### config.mk
export PLATFORM = sky130hd
export DESIGN_NAME = tx_data_packer_flat
export DESIGN_NICKNAME = d
export VERILOG_FILES = /design/src/rtl/tx_data_packer_pkg.sv /design/src/rtl/tx_data_packer_if.sv /design/src/rtl/tx_data_packer.sv /design/src/flat_wrapper.sv
export SDC_FILE = /design/constraint.sdc
export NUM_CORES = 1
export LEC_CHECK = 0
export CAP_MARGIN = 40
export CORE_ASPECT_RATIO = 1.5
export CORE_MARGIN = 2
export CORE_UTILIZATION = 47
export CTS_CLUSTER_DIAMETER = 200
export DETAILED_ROUTE_END_ITERATION = 8
export GPL_ROUTABILITY_DRIVEN = 0
export PLACE_DENSITY = 0.79
export SETUP_SLACK_MARGIN = 0.3
export SLEW_MARGIN = 5
export SYNTH_ARGS = -nofsm -noshare
export SYNTH_HDL_FRONTEND = slang
export SYNTH_SLANG_ARGS = --single-unit
### constraint.sdc
create_clock -name clk_i -period 2.4 [get_ports clk_i]
set_input_delay 0.24 -clock clk_i [delete_from_list [all_inputs] [get_ports clk_i]]
set_output_delay 0.24 -clock clk_i [all_outputs]
set_load 0.02 [all_outputs]
### src/rtl/tx_data_packer_pkg.sv
// Shared constants and FSM encoding for the TX halfword packer.
// Defining HYPER_TX_MASK_EN enables the byte-mask bits in the output word.
package hyper_tx_pkg;

  localparam int HW_WIDTH   = 16;
  localparam int MASK_WIDTH = 2;
  localparam int OUT_WIDTH  = HW_WIDTH + MASK_WIDTH;

  typedef logic [0:0] state_t;

  localparam state_t IDLE   = 1'b0;
  localparam state_t ACTIVE = 1'b1;

endpackage

### src/rtl/tx_data_packer_if.sv
// Descriptor, write-beat and output-word handshakes of the TX packer.
// The master modport is the environment side, slave is the packer.
interface tx_data_packer_if
  import hyper_tx_pkg::*;
#(
  parameter int AXI_DW = 32,
  parameter int LEN_W  = 8
) ();

  localparam int HW_PER_BEAT = AXI_DW / HW_WIDTH;
  localparam int OFF_W       = $clog2(HW_PER_BEAT);

  logic                 trans_valid_i;
  logic                 trans_ready_o;
  logic [LEN_W-1:0]     trans_len_i;
  logic [OFF_W-1:0]     trans_offset_i;

  logic [AXI_DW-1:0]    w_data_i;
  logic [AXI_DW/8-1:0]  w_strb_i;
  logic                 w_last_i;
  logic                 w_valid_i;
  logic                 w_ready_o;

  logic [OUT_WIDTH-1:0] data_o;
  logic                 valid_o;
  logic                 ready_i;
  logic                 last_o;
  logic                 done_o;
  logic                 error_o;

  modport master (
    output trans_valid_i, trans_len_i, trans_offset_i,
    output w_data_i, w_strb_i, w_last_i, w_valid_i,
    output ready_i,
    input  trans_ready_o, w_ready_o,
    input  data_o, valid_o, last_o, done_o, error_o
  );

  modport slave (
    input  trans_valid_i, trans_len_i, trans_offset_i,
    input  w_data_i, w_strb_i, w_last_i, w_valid_i,
    input  ready_i,
    output trans_ready_o, w_ready_o,
    output data_o, valid_o, last_o, done_o, error_o
  );

endinterface

### src/rtl/tx_data_packer.sv
// Splits AXI write beats into 18-bit {mask, halfword} words for the TX FIFO.
// Optional feature: HYPER_TX_MASK_EN drives inverted strobes as mask bits.
module tx_data_packer
  import hyper_tx_pkg::*;
#(
  parameter int AXI_DW = 32,
  parameter int LEN_W  = 8
) (
  input  logic       clk_i,
  input  logic       rst_ni,
  tx_data_packer_if.slave bus
);

  localparam int HW_PER_BEAT = AXI_DW / HW_WIDTH;
  localparam int IDX_W       = $clog2(HW_PER_BEAT);
  localparam logic [IDX_W-1:0] IDX_MAX = IDX_W'(HW_PER_BEAT - 1);
  localparam logic [IDX_W:0]   HW_CNT  = (IDX_W+1)'(HW_PER_BEAT);

  state_t                              state_q;
  logic [HW_PER_BEAT-1:0][HW_WIDTH-1:0] beat_q;
  logic                                beat_valid_q;
  logic [LEN_W-1:0]                    rem_q;
  logic [IDX_W-1:0]                    idx_q;
  logic                                err_q;
  logic                                done_q;

  logic                  active;
  logic                  rem_zero;
  logic                  last_hw;
  logic                  word_hs;
  logic                  beat_hs;
  logic                  err_set;
  logic [LEN_W-1:0]      eff_rem;
  logic [IDX_W:0]        supplied;
  logic [MASK_WIDTH-1:0] mask;

  assign active   = (state_q == ACTIVE);
  assign rem_zero = (rem_q == '0);
  assign last_hw  = (idx_q == IDX_MAX);

  assign bus.trans_ready_o = ~active;
  assign bus.valid_o       = active & beat_valid_q;
  assign bus.last_o        = bus.valid_o & rem_zero;
  assign bus.done_o        = done_q;
  assign bus.error_o       = err_q;

  assign word_hs = bus.valid_o & bus.ready_i;

  // Refill in the same cycle the last halfword leaves keeps one word per cycle.
  assign bus.w_ready_o = active &
    (~beat_valid_q | (word_hs & last_hw & ~rem_zero));
  assign beat_hs = bus.w_valid_i & bus.w_ready_o;

  // Halfwords still owed when the new beat starts versus what it holds.
  assign eff_rem  = word_hs ? rem_q - LEN_W'(1) : rem_q;
  assign supplied = word_hs ? HW_CNT : HW_CNT - {1'b0, idx_q};
  assign err_set  = beat_hs & bus.w_last_i &
    (32'(eff_rem) >= 32'(supplied));

`ifdef HYPER_TX_MASK_EN
  logic [HW_PER_BEAT-1:0][MASK_WIDTH-1:0] strb_q;

  always_ff @(posedge clk_i or negedge rst_ni) begin
    if (!rst_ni) begin
      strb_q <= '0;
    end else if (beat_hs) begin
      strb_q <= bus.w_strb_i;
    end
  end

  assign mask = ~strb_q[idx_q];
`else
  assign mask = '0;
`endif

  assign bus.data_o = bus.valid_o ? {mask, beat_q[idx_q]} : '0;

  always_ff @(posedge clk_i or negedge rst_ni) begin
    if (!rst_ni) begin
      state_q      <= IDLE;
      beat_q       <= '0;
      beat_valid_q <= 1'b0;
      rem_q        <= '0;
      idx_q        <= '0;
      err_q        <= 1'b0;
      done_q       <= 1'b0;
    end else begin
      done_q <= word_hs & bus.last_o;
      unique case (state_q)
        IDLE: begin
          if (bus.trans_valid_i) begin
            rem_q        <= bus.trans_len_i;
            idx_q        <= bus.trans_offset_i;
            err_q        <= 1'b0;
            beat_valid_q <= 1'b0;
            state_q      <= ACTIVE;
          end
        end
        ACTIVE: begin
          if (beat_hs) begin
            beat_q       <= bus.w_data_i;
            beat_valid_q <= 1'b1;
          end
          if (err_set) begin
            err_q <= 1'b1;
          end
          if (word_hs) begin
            if (rem_zero) begin
              state_q      <= IDLE;
              beat_valid_q <= 1'b0;
              rem_q        <= '0;
              idx_q        <= '0;
            end else begin
              rem_q <= rem_q - LEN_W'(1);
              idx_q <= last_hw ? '0 : idx_q + IDX_W'(1);
              if (last_hw & ~beat_hs) begin
                beat_valid_q <= 1'b0;
              end
            end
          end
        end
        default: state_q <= IDLE;
      endcase
    end
  end

endmodule

### src/flat_wrapper.sv
// flat-port wrapper written by rule: the top's interface ports become plain ports
module tx_data_packer_flat import hyper_tx_pkg::*;
#(
  parameter int AXI_DW = 32,
  parameter int LEN_W  = 8
)
  (clk_i, rst_ni, bus_trans_valid_i, bus_trans_len_i, bus_trans_offset_i, bus_w_data_i, bus_w_strb_i, bus_w_last_i, bus_w_valid_i, bus_ready_i, bus_trans_ready_o, bus_w_ready_o, bus_data_o, bus_valid_o, bus_last_o, bus_done_o, bus_error_o);
  tx_data_packer_if #(.AXI_DW(AXI_DW), .LEN_W(LEN_W)) bus_i ();
  input  logic clk_i;
  input  logic rst_ni;
  input wire logic [$bits(bus_i.trans_valid_i)-1:0] bus_trans_valid_i;
  input wire logic [$bits(bus_i.trans_len_i)-1:0] bus_trans_len_i;
  input wire logic [$bits(bus_i.trans_offset_i)-1:0] bus_trans_offset_i;
  input wire logic [$bits(bus_i.w_data_i)-1:0] bus_w_data_i;
  input wire logic [$bits(bus_i.w_strb_i)-1:0] bus_w_strb_i;
  input wire logic [$bits(bus_i.w_last_i)-1:0] bus_w_last_i;
  input wire logic [$bits(bus_i.w_valid_i)-1:0] bus_w_valid_i;
  input wire logic [$bits(bus_i.ready_i)-1:0] bus_ready_i;
  output wire logic [$bits(bus_i.trans_ready_o)-1:0] bus_trans_ready_o;
  output wire logic [$bits(bus_i.w_ready_o)-1:0] bus_w_ready_o;
  output wire logic [$bits(bus_i.data_o)-1:0] bus_data_o;
  output wire logic [$bits(bus_i.valid_o)-1:0] bus_valid_o;
  output wire logic [$bits(bus_i.last_o)-1:0] bus_last_o;
  output wire logic [$bits(bus_i.done_o)-1:0] bus_done_o;
  output wire logic [$bits(bus_i.error_o)-1:0] bus_error_o;
  assign bus_i.trans_valid_i = bus_trans_valid_i;
  assign bus_i.trans_len_i = bus_trans_len_i;
  assign bus_i.trans_offset_i = bus_trans_offset_i;
  assign bus_i.w_data_i = bus_w_data_i;
  assign bus_i.w_strb_i = bus_w_strb_i;
  assign bus_i.w_last_i = bus_w_last_i;
  assign bus_i.w_valid_i = bus_w_valid_i;
  assign bus_i.ready_i = bus_ready_i;
  assign bus_trans_ready_o = bus_i.trans_ready_o;
  assign bus_w_ready_o = bus_i.w_ready_o;
  assign bus_data_o = bus_i.data_o;
  assign bus_valid_o = bus_i.valid_o;
  assign bus_last_o = bus_i.last_o;
  assign bus_done_o = bus_i.done_o;
  assign bus_error_o = bus_i.error_o;
  tx_data_packer #(.AXI_DW(AXI_DW), .LEN_W(LEN_W)) u_core (.clk_i(clk_i), .rst_ni(rst_ni), .bus(bus_i));
endmodule
==> metrics.md <==
| Metric | Value |
|---|---|
| Worst setup EP type | `flop` |
| Crit Reg-Reg Endpoint | `u_core.bus.error_o$_DFFE_PN0P_` |
| CTS root buf | `clkbuf_8` |
| Vias post-DR | `1960` |
| Detail Route Antenna Nets | `0` |
| Worst-margin pin slew | `around 510 ps` |
| Crit share post-route | `~83%` |
| Max Freq | `0.502 GHz` |
| Seq/Total Area, Yosys | `46.6%` |
| Dpl cell area | `about 3200 sq um` |
| Flop-to-flop setup slack | `between 400 and 500 ps` |
| Clock Skews | `2.62 ps` |
| Row Count | `32` |
| Post-Route WL | `around 5400 um` |
| Synthesized area | `approximately 2400 sq um` |
| Crit start category | `flop` |
| Crit path DAT | `2170 ps` |
| CP Class | `flop to flop` |
| Vias in the first global route | `2027` |
| Nets | `348` |
| Total gr overflow | `0` |
| Worst-path clk slew | `approximately 90 ps` |
| Detailed Routing Iterations Pass 1 | `4` |
| Power Total | `4.02 mW` |
| Post-Syn Instances | `220` |
| Antenna diodes | `0` |
| Vias per cell | `5.41` |
| Min cycle time layout | `roughly 2000 ps` |
| # fillers | `roughly 440` |
| Worst Hold Class | `input port to async pin` |
| Port-buffer cells | `about 70` |
| Largest net degree at the start of global routing | `34` |
| Post-synth top area share | `a little under half` |
| Final-report max-slew violation count | `0` |
| Post-synth top cells | `dfrtp_1 (45), mux2_2 (30), nor2_1 (26)` |
| Leak | `1.49 nW` |
| Core Region | `between 5000 and 6000 sq um` |
| First-pass GRT wire length | `~9100 um` |
| Initial DRC Count | `roughly 120` |
| WP data required | `2580 ps` |
| Area contributors post-synth | `dfrtp_1 (47%), mux2_2 (14%), mux2i_1 (6.6%)` |
| DRC | `0` |
| Post-synth EDFFs | `0` |
| Endpoints failing hold | `0` |
| Setup TNS | `0 ps` |
| Final Setup Violations | `0` |
| Worst R2R Start | `u_core.rem_q[0]$_DFFE_PN0P_` |
| Initial antenna violation count | `0` |
| Avg WL per Cell | `approximately 15 um` |
| Post-synth ARST share | `between 90% and 100%` |
| Latest clock arrival within the worst-skew pair | `just under 300 ps` |
| Layout cell share with drive strength beyond 1 | `approximately 22%` |
| Max Cap Viol | `0` |
| Most frequent cell after synthesis | `dfrtp_1` |
| Top_reg_cell synth | `dfrtp_1` |
| Peak VDD IR | `approximately 660 uV` |
| Slew HR | `about two thirds` |
| CTS tree | `done` |
| Crit Path Max Fanout | `5` |
| Num ports | `75` |
| Die area | `5740 sq um` |
| Power Density | `about 1200 nW/um^2` |
| Dpl hpwl | `3970 um` |
| Die width | `62.5 um` |
| Post-synth cell types | `47` |
| Seq cells post-synth | `between 40 and 50` |
| Syn Area/Cell | `roughly 11 sq um` |
| Clock Sinks | `45` |
| H-tree depth | `2` |
| Yosys warnings | `0` |
| Yosys top cell by area | `dfrtp_1` |
| Fin area | `between 3000 and 4000 sq um` |
| Area grow syn2layout | `37.2%` |
| CP Launch Point | `u_core.rem_q[0]$_DFFE_PN0P_` |
| Num CTS Buffers | `5` |
| Unrepaired setup endpoints after global routing | `false` |
| Overall global routing resource usage | `between 10% and 20%` |
| Reg2Reg Depth | `7` |
| Status | `completed` |
| Die Height | `around 92 um` |
| Initial Util | `between 40% and 50%` |
| Max clock buf depth | `2` |
## how the worst max path moves through the flow
stage	cells past startpoint	endpoint	slack [ps]
5_1_grt	7	u_core.bus.error_o$_DFFE_PN0P_	300
6_report	7	u_core.bus.error_o$_DFFE_PN0P_	410
3_5_place_dp	9	u_core.bus.error_o$_DFFE_PN0P_	160
2_1_floorplan	9	u_core.bus.error_o$_DFFE_PN0P_	420
4_1_cts	6	bus_w_ready_o	320
3_3_place_gp	9	u_core.bus.error_o$_DFFE_PN0P_	200
## through the flow
step	instances	worst slack, ps	hold slack, ps	utilization, %
5_1_grt	362	304	487	65.6
3_3_place_gp	352	198	238	62.9
4_1_cts	362	321	447	65.5
6_report	362	407	447	65.6
2_1_floorplan	221	418	-55.6	-
3_5_place_dp	352	165	238	62.9
## cell families (layout without fill, tap and decap cells)
group | count (synthesis) | in the layout | share of synthesized area, %
other cells | 1 | 2 | 0.155
fa+ha+maj | 4 | 4 | 2.07
flops | 45 | 45 | 46.6
xor+xnor | 2 | 2 | 0.726
mux | 48 | 48 | 21.6
simple gates | 62 | 62 | 12.7
buf+inv | 24 | 97 | 5.49
compound gates | 34 | 34 | 10.6
## worst max-delay path: stages, from the launching register on
cell and delay, ps:
dfrtp_1 390, inv_1 140, ha_2 230, or3b_2 530
nor4b_2 240, a41oi_1 80, a21oi_1 200, o31ai_2 70
## state kept, by name (all words and copies together), names as in the netlist
register,cells
u_core.active,1
u_core.beat_q,32
u_core.beat_valid_q,1
u_core.bus.done_o,1
u_core.bus.error_o,1
u_core.idx_q,1
u_core.rem_q,8
## layer usage
metal / GRT usage, % / vias to the layer above / wire (um)
met3: 4.42 / 14 / 306
li1: - / 928 / -
met1: 22.8 / 939 / 2090
met4: 8.70 / 0 / 102
met2: 35.2 / 79 / 2850
met5: 0 / - / 0
## placed cells by master, fill, tap and decap left out, types with 2 or more instances in the layout
cell type        instances
o21a_1                   4
ha_1                     3
nand3_1                  4
mux2_1                   2
nor4_1                   2
clkdlybuf4s50_1         48
a221o_1                  2
o221ai_1                 2
a22o_1                   4
nand2b_1                 2
a21oi_1                  3
nor2_1                  26
dlygate4sd2_1           17
clkbuf_8                 6
mux2_2                  30
inv_1                    8
conb_1                   2
o2bb2ai_1                2
mux2i_1                 16
nand2_1                 10
and2_1                   2
nand3_2                  2
dfrtp_1                 44
buf_4                   11
o21ai_0                  7
nor3_1                   5
## report_power, final
group | total, mW | internal, mW | switching [mW]
clock | 0.599 | 0.339 | 0.260
combinational | 2.06 | 1.00 | 1.06
sequential | 1.37 | 1.12 | 0.246
## final cells by class
class | count | area [sq um] | area share, %
clock buffers | 6 | 82.6 | 2.49
repair buffers | 81 | 764 | 23.1
flip-flops and latches | 45 | 1130 | 34.0
clock inverters | 2 | 37.5 | 1.13
inverters | 8 | 30.0 | 0.907
well taps | 68 | 85.1 | 2.57
multi-input cells | 152 | 1180 | 35.8
## what timing repair did
action	in CTS	in global routing
hold buffers	1	0
hold endpoints to repair	22	0
gates resized for setup	22	5
endpoints found under the setup margin	19	3
buffers inserted	1	0
No activity file was read; power rests on OpenSTA's default activity.
